`src/rtl/vtiming_pkg.sv`:
```
// ---------------------------------------------------------------------------
// vtiming_pkg
// Shared constants for the vertical timing controller: field widths, the
// reset-default 640x480@60 vertical timing and the configuration validity
// predicate used when a new timing set is offered.
// ---------------------------------------------------------------------------
package vtiming_pkg;

  localparam int VT_CNT_W   = 12;
  localparam int VT_CH_W    = 5;
  localparam int VT_ROW_W   = 7;
  localparam int VT_FRAME_W = 8;

  localparam int VT_DEF_VIS  = 480;
  localparam int VT_DEF_PB   = 490;
  localparam int VT_DEF_PE   = 492;
  localparam int VT_DEF_LAST = 524;
  localparam int VT_DEF_CH   = 16;

  // A timing set is usable only if the regions are ordered
  // visible <= sync begin < sync end <= last line and rows are non-empty.
  function automatic logic vt_cfg_ok(input int unsigned vis, input int unsigned pb,
                                     input int unsigned pe, input int unsigned last,
                                     input int unsigned ch);
    return (vis <= pb) && (pb < pe) && (pe <= last) && (ch != 0);
  endfunction

endpackage

```
`src/rtl/vtiming_ctrl_if.sv`:
```
// ---------------------------------------------------------------------------
// vtiming_ctrl_if
// Configuration handshake bundle for vtiming_ctrl.
//   cfgValid / cfgReady : valid/ready transfer of one timing set
//   cfgVis..cfgLast     : proposed vertical timing (CNT_W each)
//   cfgCh               : proposed character height (CH_W)
//   cfgSyncNeg          : 1 = active-low vertical sync
//   cfgError            : one-cycle pulse, offered set rejected
// master = configuration source, slave = timing controller.
// ---------------------------------------------------------------------------
interface vtiming_ctrl_if #(
  parameter int CNT_W = 12,
  parameter int CH_W  = 5
) ();
  logic             cfgValid;
  logic             cfgReady;
  logic [CNT_W-1:0] cfgVis;
  logic [CNT_W-1:0] cfgPB;
  logic [CNT_W-1:0] cfgPE;
  logic [CNT_W-1:0] cfgLast;
  logic [CH_W-1:0]  cfgCh;
  logic             cfgSyncNeg;
  logic             cfgError;

  modport master (
    output cfgValid, cfgVis, cfgPB, cfgPE, cfgLast, cfgCh, cfgSyncNeg,
    input  cfgReady, cfgError
  );

  modport slave (
    input  cfgValid, cfgVis, cfgPB, cfgPE, cfgLast, cfgCh, cfgSyncNeg,
    output cfgReady, cfgError
  );
endinterface

```
`src/rtl/vtiming_cfg_shadow.sv`:
```
// ---------------------------------------------------------------------------
// vtiming_cfg_shadow
// Holds the active vertical timing set plus one staging slot. An offered set
// is validated on transfer; good sets are staged and marked pending, bad sets
// raise cfgError for one cycle. The pending set becomes active at the frame
// wrap so a frame never runs with mixed timing.
// Ports:
//   clk, nrst      : clock, synchronous active-low reset
//   wrap           : last line of the frame is ending this cycle
//   cfg            : configuration handshake (slave side)
//   act_*          : currently active timing set
// ---------------------------------------------------------------------------
module vtiming_cfg_shadow
  import vtiming_pkg::*;
#(
  parameter int CNT_W    = VT_CNT_W,
  parameter int CH_W     = VT_CH_W,
  parameter int DEF_VIS  = VT_DEF_VIS,
  parameter int DEF_PB   = VT_DEF_PB,
  parameter int DEF_PE   = VT_DEF_PE,
  parameter int DEF_LAST = VT_DEF_LAST,
  parameter int DEF_CH   = VT_DEF_CH
) (
  input  logic             clk,
  input  logic             nrst,
  input  logic             wrap,
  vtiming_ctrl_if.slave    cfg,
  output logic [CNT_W-1:0] act_vis,
  output logic [CNT_W-1:0] act_pb,
  output logic [CNT_W-1:0] act_pe,
  output logic [CNT_W-1:0] act_last,
  output logic [CH_W-1:0]  act_ch,
  output logic             act_sync_neg
);

  typedef struct packed {
    logic [CNT_W-1:0] vis;
    logic [CNT_W-1:0] pb;
    logic [CNT_W-1:0] pe;
    logic [CNT_W-1:0] last;
    logic [CH_W-1:0]  ch;
    logic             sync_neg;
  } cfg_t;

  cfg_t stage_q, stage_d, act_q, act_d, offer;
  logic pending_q, pending_d;
  logic err_q, err_d;
  logic xfer, offer_ok;

  always_comb begin
    offer.vis      = cfg.cfgVis;
    offer.pb       = cfg.cfgPB;
    offer.pe       = cfg.cfgPE;
    offer.last     = cfg.cfgLast;
    offer.ch       = cfg.cfgCh;
    offer.sync_neg = cfg.cfgSyncNeg;
  end

  assign xfer     = cfg.cfgValid & ~pending_q;
  assign offer_ok = vt_cfg_ok(32'(offer.vis), 32'(offer.pb), 32'(offer.pe),
                              32'(offer.last), 32'(offer.ch));

  // Apply and accept are mutually exclusive: apply needs pending set, accept
  // needs it clear. A transfer in the wrap cycle therefore only stages and
  // waits for the following wrap.
  always_comb begin
    stage_d   = stage_q;
    act_d     = act_q;
    pending_d = pending_q;
    err_d     = 1'b0;
    if (wrap && pending_q) begin
      act_d     = stage_q;
      pending_d = 1'b0;
    end
    if (xfer) begin
      if (offer_ok) begin
        stage_d   = offer;
        pending_d = 1'b1;
      end else begin
        err_d = 1'b1;
      end
    end
  end

  always_ff @(posedge clk) begin
    if (!nrst) begin
      act_q.vis      <= CNT_W'(DEF_VIS);
      act_q.pb       <= CNT_W'(DEF_PB);
      act_q.pe       <= CNT_W'(DEF_PE);
      act_q.last     <= CNT_W'(DEF_LAST);
      act_q.ch       <= CH_W'(DEF_CH);
      act_q.sync_neg <= 1'b0;
      stage_q        <= '0;
      pending_q      <= 1'b0;
      err_q          <= 1'b0;
    end else begin
      act_q     <= act_d;
      stage_q   <= stage_d;
      pending_q <= pending_d;
      err_q     <= err_d;
    end
  end

  assign cfg.cfgReady = ~pending_q;
  assign cfg.cfgError = err_q;

  assign act_vis      = act_q.vis;
  assign act_pb       = act_q.pb;
  assign act_pe       = act_q.pe;
  assign act_last     = act_q.last;
  assign act_ch       = act_q.ch;
  assign act_sync_neg = act_q.sync_neg;

endmodule

```
`src/rtl/vtiming_ctrl.sv`:
```
// ---------------------------------------------------------------------------
// vtiming_ctrl
// Runtime-programmable vertical timing controller. Advances one line per
// lineEnd pulse and decodes visible region, vertical sync, frame start,
// character row position and a frame counter. New timing arrives through the
// cfg handshake and is switched in at a frame boundary.
// Ports:
//   clk, nrst   : clock, synchronous active-low reset
//   lineEnd     : one-cycle end-of-scanline pulse (may repeat every cycle)
//   cfg         : configuration handshake (slave side)
//   vCount      : current line
//   vVisible    : current line is in the visible region
//   vSync       : vertical sync with selected polarity
//   frameStart  : one-cycle pulse in the first cycle vCount reads 0
//   rowLine     : line within the current character row
//   charRow     : character row index
//   frameCount  : completed-frame counter (wraps)
// ---------------------------------------------------------------------------
module vtiming_ctrl
  import vtiming_pkg::*;
#(
  parameter int CNT_W    = VT_CNT_W,
  parameter int CH_W     = VT_CH_W,
  parameter int ROW_W    = VT_ROW_W,
  parameter int FRAME_W  = VT_FRAME_W,
  parameter int DEF_VIS  = VT_DEF_VIS,
  parameter int DEF_PB   = VT_DEF_PB,
  parameter int DEF_PE   = VT_DEF_PE,
  parameter int DEF_LAST = VT_DEF_LAST,
  parameter int DEF_CH   = VT_DEF_CH,
  parameter int INIT_VAL = DEF_LAST
) (
  input  logic               clk,
  input  logic               nrst,
  input  logic               lineEnd,
  vtiming_ctrl_if.slave      cfg,
  output logic [CNT_W-1:0]   vCount,
  output logic               vVisible,
  output logic               vSync,
  output logic               frameStart,
  output logic [CH_W-1:0]    rowLine,
  output logic [ROW_W-1:0]   charRow,
  output logic [FRAME_W-1:0] frameCount
);

  logic [CNT_W-1:0] act_vis, act_pb, act_pe, act_last;
  logic [CH_W-1:0]  act_ch;
  logic             act_sync_neg;

  logic [CNT_W-1:0]   vcount_q, vcount_d;
  logic               sync_raw_q, sync_raw_d;
  logic               frame_start_q, frame_start_d;
  logic [CH_W-1:0]    row_line_q, row_line_d;
  logic [ROW_W-1:0]   char_row_q, char_row_d;
  logic [FRAME_W-1:0] frame_cnt_q, frame_cnt_d;

  logic             wrap;
  logic [CNT_W-1:0] next_line;
  logic             next_vis;

  vtiming_cfg_shadow #(
    .CNT_W    (CNT_W),
    .CH_W     (CH_W),
    .DEF_VIS  (DEF_VIS),
    .DEF_PB   (DEF_PB),
    .DEF_PE   (DEF_PE),
    .DEF_LAST (DEF_LAST),
    .DEF_CH   (DEF_CH)
  ) u_shadow (
    .clk          (clk),
    .nrst         (nrst),
    .wrap         (wrap),
    .cfg          (cfg),
    .act_vis      (act_vis),
    .act_pb       (act_pb),
    .act_pe       (act_pe),
    .act_last     (act_last),
    .act_ch       (act_ch),
    .act_sync_neg (act_sync_neg)
  );

  assign wrap      = lineEnd & (vcount_q == act_last);
  assign next_line = wrap ? '0 : vcount_q + 1'b1;
  assign next_vis  = next_line < act_vis;

  always_comb begin
    vcount_d      = vcount_q;
    sync_raw_d    = sync_raw_q;
    row_line_d    = row_line_q;
    char_row_d    = char_row_q;
    frame_cnt_d   = frame_cnt_q;
    frame_start_d = wrap;
    if (lineEnd) begin
      vcount_d = next_line;
      // Decoding on the line being entered keeps sync aligned to lines pb..pe-1
      // with the flop updating together with vCount.
      if (next_line == act_pb)      sync_raw_d = 1'b1;
      else if (next_line == act_pe) sync_raw_d = 1'b0;
      if (wrap) begin
        row_line_d  = '0;
        char_row_d  = '0;
        frame_cnt_d = frame_cnt_q + 1'b1;
      end else if (next_vis) begin
        if (row_line_q == act_ch - 1'b1) begin
          row_line_d = '0;
          char_row_d = char_row_q + 1'b1;
        end else begin
          row_line_d = row_line_q + 1'b1;
        end
      end
      // Blanking lines: row tracking holds until the wrap clears it.
    end
  end

  always_ff @(posedge clk) begin
    if (!nrst) begin
      vcount_q      <= CNT_W'(INIT_VAL);
      sync_raw_q    <= 1'b0;
      frame_start_q <= 1'b0;
      row_line_q    <= '0;
      char_row_q    <= '0;
      frame_cnt_q   <= '0;
    end else begin
      vcount_q      <= vcount_d;
      sync_raw_q    <= sync_raw_d;
      frame_start_q <= frame_start_d;
      row_line_q    <= row_line_d;
      char_row_q    <= char_row_d;
      frame_cnt_q   <= frame_cnt_d;
    end
  end

  assign vCount     = vcount_q;
  assign vVisible   = vcount_q < act_vis;
  assign vSync      = sync_raw_q ^ act_sync_neg;
  assign frameStart = frame_start_q;
  assign rowLine    = row_line_q;
  assign charRow    = char_row_q;
  assign frameCount = frame_cnt_q;

endmodule

```
`src/flat_wrapper.sv`:
```
// flat-port wrapper written by rule: the top's interface ports become plain ports
module vtiming_ctrl_flat import vtiming_pkg::*;
#(
  parameter int CNT_W    = VT_CNT_W,
  parameter int CH_W     = VT_CH_W,
  parameter int ROW_W    = VT_ROW_W,
  parameter int FRAME_W  = VT_FRAME_W,
  parameter int DEF_VIS  = VT_DEF_VIS,
  parameter int DEF_PB   = VT_DEF_PB,
  parameter int DEF_PE   = VT_DEF_PE,
  parameter int DEF_LAST = VT_DEF_LAST,
  parameter int DEF_CH   = VT_DEF_CH,
  parameter int INIT_VAL = DEF_LAST
)
  (clk, nrst, lineEnd, vCount, vVisible, vSync, frameStart, rowLine, charRow, frameCount, cfg_cfgValid, cfg_cfgVis, cfg_cfgPB, cfg_cfgPE, cfg_cfgLast, cfg_cfgCh, cfg_cfgSyncNeg, cfg_cfgReady, cfg_cfgError);
  vtiming_ctrl_if #(.CNT_W(CNT_W), .CH_W(CH_W)) cfg_i ();
  input  logic clk;
  input  logic nrst;
  input  logic lineEnd;
  output logic [CNT_W-1:0] vCount;
  output logic vVisible;
  output logic vSync;
  output logic frameStart;
  output logic [CH_W-1:0] rowLine;
  output logic [ROW_W-1:0] charRow;
  output logic [FRAME_W-1:0] frameCount;
  input wire logic [$bits(cfg_i.cfgValid)-1:0] cfg_cfgValid;
  input wire logic [$bits(cfg_i.cfgVis)-1:0] cfg_cfgVis;
  input wire logic [$bits(cfg_i.cfgPB)-1:0] cfg_cfgPB;
  input wire logic [$bits(cfg_i.cfgPE)-1:0] cfg_cfgPE;
  input wire logic [$bits(cfg_i.cfgLast)-1:0] cfg_cfgLast;
  input wire logic [$bits(cfg_i.cfgCh)-1:0] cfg_cfgCh;
  input wire logic [$bits(cfg_i.cfgSyncNeg)-1:0] cfg_cfgSyncNeg;
  output wire logic [$bits(cfg_i.cfgReady)-1:0] cfg_cfgReady;
  output wire logic [$bits(cfg_i.cfgError)-1:0] cfg_cfgError;
  assign cfg_i.cfgValid = cfg_cfgValid;
  assign cfg_i.cfgVis = cfg_cfgVis;
  assign cfg_i.cfgPB = cfg_cfgPB;
  assign cfg_i.cfgPE = cfg_cfgPE;
  assign cfg_i.cfgLast = cfg_cfgLast;
  assign cfg_i.cfgCh = cfg_cfgCh;
  assign cfg_i.cfgSyncNeg = cfg_cfgSyncNeg;
  assign cfg_cfgReady = cfg_i.cfgReady;
  assign cfg_cfgError = cfg_i.cfgError;
  vtiming_ctrl #(.CNT_W(CNT_W), .CH_W(CH_W), .ROW_W(ROW_W), .FRAME_W(FRAME_W), .DEF_VIS(DEF_VIS), .DEF_PB(DEF_PB), .DEF_PE(DEF_PE), .DEF_LAST(DEF_LAST), .DEF_CH(DEF_CH), .INIT_VAL(INIT_VAL)) u_core (.clk(clk), .nrst(nrst), .lineEnd(lineEnd), .cfg(cfg_i), .vCount(vCount), .vVisible(vVisible), .vSync(vSync), .frameStart(frameStart), .rowLine(rowLine), .charRow(charRow), .frameCount(frameCount));
endmodule
```
`config.mk`:
```
export PLATFORM = sky130hd
export DESIGN_NAME = vtiming_ctrl_flat
export DESIGN_NICKNAME = d
export VERILOG_FILES = /design/src/rtl/vtiming_pkg.sv /design/src/rtl/vtiming_ctrl_if.sv /design/src/rtl/vtiming_cfg_shadow.sv /design/src/rtl/vtiming_ctrl.sv /design/src/flat_wrapper.sv
export SDC_FILE = /design/constraint.sdc
export NUM_CORES = 1
export LEC_CHECK = 0
export ABC_AREA = 1
export CORE_MARGIN = 2
export CORE_UTILIZATION = 55
export CTS_BUF_LIST = sky130_fd_sc_hd__clkbuf_8
export CTS_CLUSTER_SIZE = 28
export DETAILED_ROUTE_END_ITERATION = 12
export PLACE_DENSITY = 0.78
export SYNTH_ARGS = -nofsm -noshare
export SYNTH_HDL_FRONTEND = slang
export SYNTH_HIERARCHICAL = 1
export SYNTH_SLANG_ARGS = --single-unit
```
`constraint.sdc`:
```
create_clock -name clk -period 3.2 [get_ports clk]
set_input_delay 0.64 -clock clk [delete_from_list [all_inputs] [get_ports clk]]
set_output_delay 0.64 -clock clk [all_outputs]
set_load 0.05 [all_outputs]
```
==> flow_summary_export.csv, run 1 <==
group,metric,value,unit
yosys,synthArstFlopShare,0,%
yosys,synth_seq_cells,144,
finish,final_area,10100,um^2
yosys,avgSynthCellArea,6.62,um^2
route,routed-via-count,8147,
route,drt_wl_total,21500,um
place,gp_congestion,0.946,
power,clockPowerShare,35.0,%
route,drt_iter0_markers,538,
place,dp_cells,1542,
global_routing,grt_pass1_vias,7169,
floorplanning,start_util,56.9,%
finish,drive_above_1_share,9.06,%
worst_setup_path,path_class,"reg -> out",
yosys,ys_warn_count,6,
clock_tree,htreeDepth,4,
yosys,synth_area,8340,um^2
sta,finClkSkew,13.6,ps
power,power.internal,3.08,mW
yosys,syn_nets,1380,
route,drt_pass1_iterations,6,
yosys,syn_inst,1260,
clock_tree,cts-resized-gates,0,
power,p_leak,4.99,nW
place,io_buffers,94,
clock_tree,cts_buffers,17,
sta,finalHoldViolCount,0,
flow_run,cap_violations,0,
finish,nFillCells,1296,
global_routing,track_usage,26.7,%
worst_setup_path,r2r_end,"u_core/charRow[2]",
worst_setup_path,cp-start-kind,"flip-flop",
yosys,synth_seq_area_share,34.6,%
finish,n_antenna_cell,0,
power,p_sw,1.32,mW
clock_tree,cts.sinks,144,
worst_setup_path,crit_fanout,6,
clock_tree,hold_buffers,0,
worst_setup_path,required,2560,ps
sta,worstMarginPinSlew,612,ps
sta,setup_violations,0,
sta,relSlewSlack,59.2,%
floorplanning,fp.dieW,127,um
sta,max_freq,0.325,GHz
worst_setup_path,r2r-start,"u_core/vCount[6]",
yosys,synth-main-ff-cell,"dfxtp_1",
route,detail_route.wl_per_cell,13.7,um
floorplanning,die_area,16200,um^2
yosys,yosysUniqueCellTypes,40,
worst_setup_path,cp.arrival,2440,ps
global_routing,antenna_found_initial,0,
power,cellPowerDensity,435,nW/um^2
worst_setup_path,regToRegSetupSlack,290,ps
sta,period_share,96.3,%
clock_tree,post_cts_buffers,0,
power,comb_power_share,21.1,%
clock_tree,clock_latency,460,ps
place,dp_hpwl,16400,um
sta,period_needed,3080,ps
worst_hold_path,worstHoldEndpoint,"u_core/u_shadow/act_vis[5]",
route,ant_nets,0,
clock_tree,cts.clk_slew.worst_paths,80,ps
global_routing,grt_pass1_wl,34800,um
worst_hold_path,worstHoldPathCells,2,
power,seqPwrFrac,43.9,%
sta,holdWs,463,ps
floorplanning,die_height,127,um
finish,finalNonFillerCells,1574,
global_routing,grt_overflow,0,
worst_setup_path,cp-startpoint,"u_core/vCount[1]",
route,drcViolationCount,0,
clock_tree,cts_buffer_depth,2,
run_status,status,"finished, final reports clean",
floorplanning,rows,44,
clock_tree,tritoncts,"done",
floorplanning,core_area,14600,um^2
finish,nets,1498,
worst_hold_path,min_from,"u_core/u_shadow/stage_q[47]",
place,placed_area,9670,um^2
sta,drv_slew,0,
power,ir_drop,0.246,mV
finish,area_growth,21.5,%
worst_setup_path,worstSetupEndpointType,"primary output",
clock_tree,cts-root-buf,"clkbuf_8",
worst_setup_path,ff2ff_path_depth,22,
floorplanning,num_io_pins,95,
global_routing,grt_max_degree,64,
yosys,synth_edf_count,0,
route,routed_via_density,5.18,
worst_hold_path,hp-class,"reg -> reg",
power,p_sw_share,30.1,%
power by group through the flow:
stage | Sequential, mW | Clock, mW | Combinational (mW)
after floorplan | 2.03 | 0 | 0.536
after global placement | 1.97 | 0 | 0.897
after detailed placement | 1.98 | 0 | 0.911
after CTS | 1.93 | 1.56 | 0.916
after global routing | 1.95 | 1.64 | 1.03
final | 1.94 | 1.54 | 0.931
cell usage after synthesis, drive strengths merged (5+ instances only):
cell / instances / share of area (%)
a21o: 5 / 0.45
o21ai: 73 / 4.4
inv: 174 / 7.8
nand3: 115 / 7.0
dfxtp: 144 / 35
nand2: 292 / 13
buf: 22 / 2.1
nor2: 242 / 11
nand4: 9 / 0.75
xor2: 11 / 1.2
a21oi: 46 / 2.9
ha: 62 / 9.3
xnor2: 13 / 1.4
nand3b: 5 / 0.45
clkbuf: 23 / 1.0
nor3: 12 / 0.98
area by class of cell:
type	count	area [um^2]	area share [%]
Tap cell	184	230	2.27
Clock inverter	11	154	1.52
Multi-Input combinational cell	898	4570	45.1
Clock buffer	20	275	2.72
Timing Repair Buffer	143	1360	13.4
Inverter	174	653	6.45
Sequential cell	144	2890	28.5
cells by family after synthesis:
kind of cell               count (synthesis)  share of synthesized area [%]
DFF                                      144                           34.6
and+or+nand+nor                          683                           34.5
xor gates and xnor gates                  24                           2.52
buffers and inverters                    219                           11.0
adders and majority gates                 62                           9.31
AOI/OAI and AO/OA                        128                           8.12
registers in the layout, summed over array words and instances, names as in the netlist, 5 cells and up:
name	cells
u_core/u_shadow/act_last	12
u_core/u_shadow/stage_q	54
u_core/u_shadow/act_vis	12
u_core/u_shadow/act_pe	12
u_core/vCount	12
u_core/u_shadow/act_pb	12
u_core/u_shadow/act_ch	5
u_core/charRow	7
u_core/rowLine	5
u_core/frameCount	8
how the worst max path moves through the flow:
| stage | end | cells past startpoint |
|---|---|---|
| floorplan | vVisible | 8 |
| global placement | u_core/charRow[5] | 22 |
| detailed placement | u_core/charRow[2] | 21 |
| CTS | vVisible | 11 |
| global route | vVisible | 11 |
| finish | vVisible | 11 |
stage by stage:
step / TNS (ps) / utilization [%] / worst slack, ps / power (mW)
after floorplan: 0 / - / 67.0 / 2.56
after global placement: -3400 / 66.0 / -338 / 2.87
after detailed placement: -3800 / 66.0 / -381 / 2.89
after CTS: 0 / 68.9 / 35.7 / 4.41
after global routing: -8.99 / 69.2 / -8.37 / 4.62
final: 0 / 69.2 / 120 / 4.41
routing by layer:
| layer | track usage (%) | routed length (um) | share of wire [%] | vias up |
|---|---|---|---|---|
| li1 | - | - | - | 4203 |
| met1 | 37.1 | 10400 | 48 | 3649 |
| met2 | 42.8 | 9590 | 45 | 262 |
| met3 | 3.60 | 1130 | 5.3 | 33 |
| met4 | 9.44 | 439 | 2.0 | 0 |
| met5 | 0 | 0 | 0 | - |
critical path: stages, from the launching register on:
cell     delay [ps]
dfxtp_2         350
buf_4           150
ha_1            280
o21ai_0          70
nand2_1          90
a21o_1          170
a21oi_1         160
o21a_1          140
o21ai_0          70
a21o_1          180
a21oi_2         170
buf_12          160
cell usage in the layout, fill, tap and decap left out, types with 3 or more instances in the layout:
cell type and n:
nor2_1 236, buf_4 47, bufinv_16 3, ha_1 62, nand3b_1 5, o21ai_0 64, buf_12 4, nor3_1 9
nand4_1 8, inv_1 161, inv_6 3, xnor2_1 13, nor2_2 5, nand2_1 282, nand2_2 8, o21ai_1 9
dfxtp_2 4, dfxtp_1 140, a21o_1 5, a21oi_1 44, xor2_1 11, nand3_1 114, clkbuf_8 20, inv_2 13
clkdlybuf4s50_1 91
No activity file was read; power rests on OpenSTA's default activity.
==> run 2, diff against run 1 <==
- PLACE_DENSITY: 0.78 -> 0.79
- SYNTH_HIERARCHICAL: 1 -> not set
==> run 2 against run 1 <==
- cell count shrank 8.8%
- register-to-register slack got worse by 100 ps
- total power shrank 4.5%
- die area is 4.7% lower
- non-clock buffer count rose by 12
- flip-flop and latch count unchanged
- largest cell class unchanged
- highest routed layer unchanged
- sequential share of layout area rose by 1.0 points
==> flow_summary_export.csv, run 2 <==
group,metric,value,unit
worst_setup_path,critPathCapture,"vVisible",
yosys,yosys-top-cells-area,"dfxtp_1, nand2_1, ha_1",
finish,largest_register_ffs,54,
sta,finalHoldViolCount,0,
yosys,synth_area,7940,um^2
worst_setup_path,path_class,"reg -> out",
sta,worst_slack,150,ps
route,routed-via-count,8028,
worst_hold_path,min_from,"u_core.u_shadow.stage_q[11]",
finish,nets,1362,
yosys,synth-main-ff-cell,"dfxtp_1",
yosys,syn_inst,1121,
global_routing,grt_pass1_wl,36000,um
yosys,synth_top_area_cell,"dfxtp_1",
route,drt_iter0_markers,757,
clock_tree,hold_buffers,0,
sta,holdWs,463,ps
sta,setup_violations,0,
floorplanning,core_area,14000,um^2
place,dp_slack,-378,ps
finish,top_register,"u_core.u_shadow.stage_q",
worst_setup_path,cp_slowest_stage_delay,410,ps
worst_setup_path,cp.arrival,2410,ps
yosys,avgSynthCellArea,7.08,um^2
yosys,synth_seq_cells,144,
global_routing,grt_max_degree,67,
floorplanning,fp.dieW,124,um
finish,final_common_cell,"nand2_1",
finish,finalNonFillerCells,1435,
sta,finClkSkew,7.37,ps
clock_tree,htreeDepth,4,
sta,max_freq,0.328,GHz
yosys,synthArstFlopShare,0,%
finish,most-common-layout-cells,"nand2_1, a21oi_1, inv_1, dfxtp_1, clkdlybuf4s50_1",
worst_hold_path,hp-class,"reg -> reg",
sta,drv_slew,0,
yosys,synth_common_cells,"nand2_1, a21oi_1, dfxtp_1",
power,ir_drop,0.276,mV
worst_setup_path,slowest_stage,"dfxtp_1",
power,power,4.21,mW
floorplanning,start_util,56.7,%
sta,relSlewSlack,58.0,%
sta,tns,0,ps
place,dp_cells,1401,
global_routing,grt_pass1_vias,7290,
sta,worstMarginPinSlew,630,ps
clock_tree,cts_buffer_depth,2,
worst_setup_path,cp-start-kind,"flip-flop",
clock_tree,cts.clk_slew.worst_paths,80,ps
global_routing,antenna_found_initial,0,
worst_setup_path,cp-startpoint,"u_core.vCount[3]",
floorplanning,rows,43,
power,p_leak,4.46,nW
route,drt_pass1_iterations,5,
finish,final_area,9810,um^2
yosys,synth_most_common_cell,"nand2_1",
worst_setup_path,required,2560,ps
worst_setup_path,ff2ff_path_depth,24,
worst_setup_path,worstSetupEndpointType,"primary output",
run_status,status,"finished, final reports clean",
worst_setup_path,cp_common_cell,"a21oi_1",
finish,n_antenna_cell,0,
global_routing,track_usage,30.3,%
floorplanning,num_io_pins,95,
worst_setup_path,crit_chain,"buf_4 -> ha_1 -> a21oi_1 -> a21oi_1 -> o211ai_1 -> nand2_1 -> a31o_2 -> a21oi_2 -> buf_12",
worst_setup_path,r2r_end,"u_core.rowLine[2]",
place,gp_congestion,0.924,
yosys,yosysUniqueCellTypes,39,
route,detail_route.wl_per_cell,15.7,um
flow_run,cap_violations,0,
floorplanning,die_height,124,um
route,drt_wl_total,22600,um
global_routing,grt_overflow,0,
place,io_buffers,94,
yosys,ys_warn_count,0,
yosys,synth_top_area_share,36.3,%
floorplanning,die_area,15400,um^2
sta,period_needed,3050,ps
place,dp_hpwl,16800,um
finish,fin_util,70.1,%
finish,drive_above_1_share,11.3,%
route,drcViolationCount,0,
route,ant_nets,0,
worst_setup_path,crit_fanout,7,
route,routed_via_density,5.59,
yosys,synth_edf_count,0,
place,placed_area,9360,um^2
yosys,syn_nets,1241,
clock_tree,cts.sinks,144,
sta,period_share,95.3,%
worst_setup_path,r2r-start,"u_core.vCount[0]",
clock_tree,clock_latency,460,ps
power,cellPowerDensity,429,nW/um^2
finish,area_growth,23.6,%
worst_setup_path,regToRegSetupSlack,190,ps
yosys,synth_seq_area_share,36.3,%
clock_tree,cts-root-buf,"clkbuf_8",
clock_tree,tritoncts,"done",
clock_tree,cts_buffers,17,
## run 2: cell count changes after synthesis, moves of 10 or more
cell | before | now
a21oi_1 | 45 | 149
buf_2 | 1 | 11
clkbuf_1 | 23 | 38
inv_1 | 161 | 143
nand2_1 | 284 | 223
nand3_1 | 114 | 36
nand4_1 | 8 | 66
nor2_1 | 236 | 69
o21ai_0 | 65 | 87
## run 2: cell families (layout without fill, tap and decap cells)
family                     Yosys count  in the layout  synth area share, %
AOI/OAI and AO/OA                  262            262                 17.2
buffers and inverters              212            346                 10.5
DFF                                144            144                 36.3
and+or+nand+nor                    426            426                 24.5
adders and majority gates           62             62                 9.78
xor gates and xnor gates            15             15                 1.66
## run 2: worst min-delay path by stage
stage,end,cells after the start
after global placement,u_core.u_shadow.stage_q[11],2
after CTS,u_core.u_shadow.stage_q[32],2
after detailed placement,u_core.u_shadow.stage_q[16],2
after global routing,u_core.u_shadow.stage_q[16],2
after floorplan,u_core.u_shadow.act_vis[0],2
final,u_core.u_shadow.stage_q[11],2
## run 2: per-layer routing
layer | global-route usage, % | wire (um) | vias to the layer above
li1 | - | - | 3977
met1 | 42.6 | 10400 | 3687
met2 | 45.3 | 9920 | 313
met3 | 5.82 | 1570 | 51
met4 | 13.0 | 701 | 0
met5 | 0 | 0 | -
## run 2: area by class of cell
cell class	count	area [um^2]
flip-flops and latches	144	2900
repair buffers	155	1440
multi-input cells	765	4250
clock inverters	11	104
inverters	159	597
clock buffers	21	289
well taps	180	225
fillers	1203	4180
## run 2: report_power, final
part	internal, mW	switching, mW	total (mW)
combinational	0.353	0.524	0.877
clock	0.699	0.723	1.42
sequential	1.85	0.0581	1.91
total	2.90	1.30	4.21
## run 2: what timing repair did
item | 4_1_cts | 5_1_grt
buffers inserted | 0 | 2
setup endpoints to repair | 0 | 13
gates resized for setup | 0 | 20
## run 2: critical path: cells and delay by family (launching register included)
family,cells,cell delay (ps)
compound gates,5,850
fa+ha+maj,1,250
buf+inv,2,360
flops,1,410
simple gates,1,80
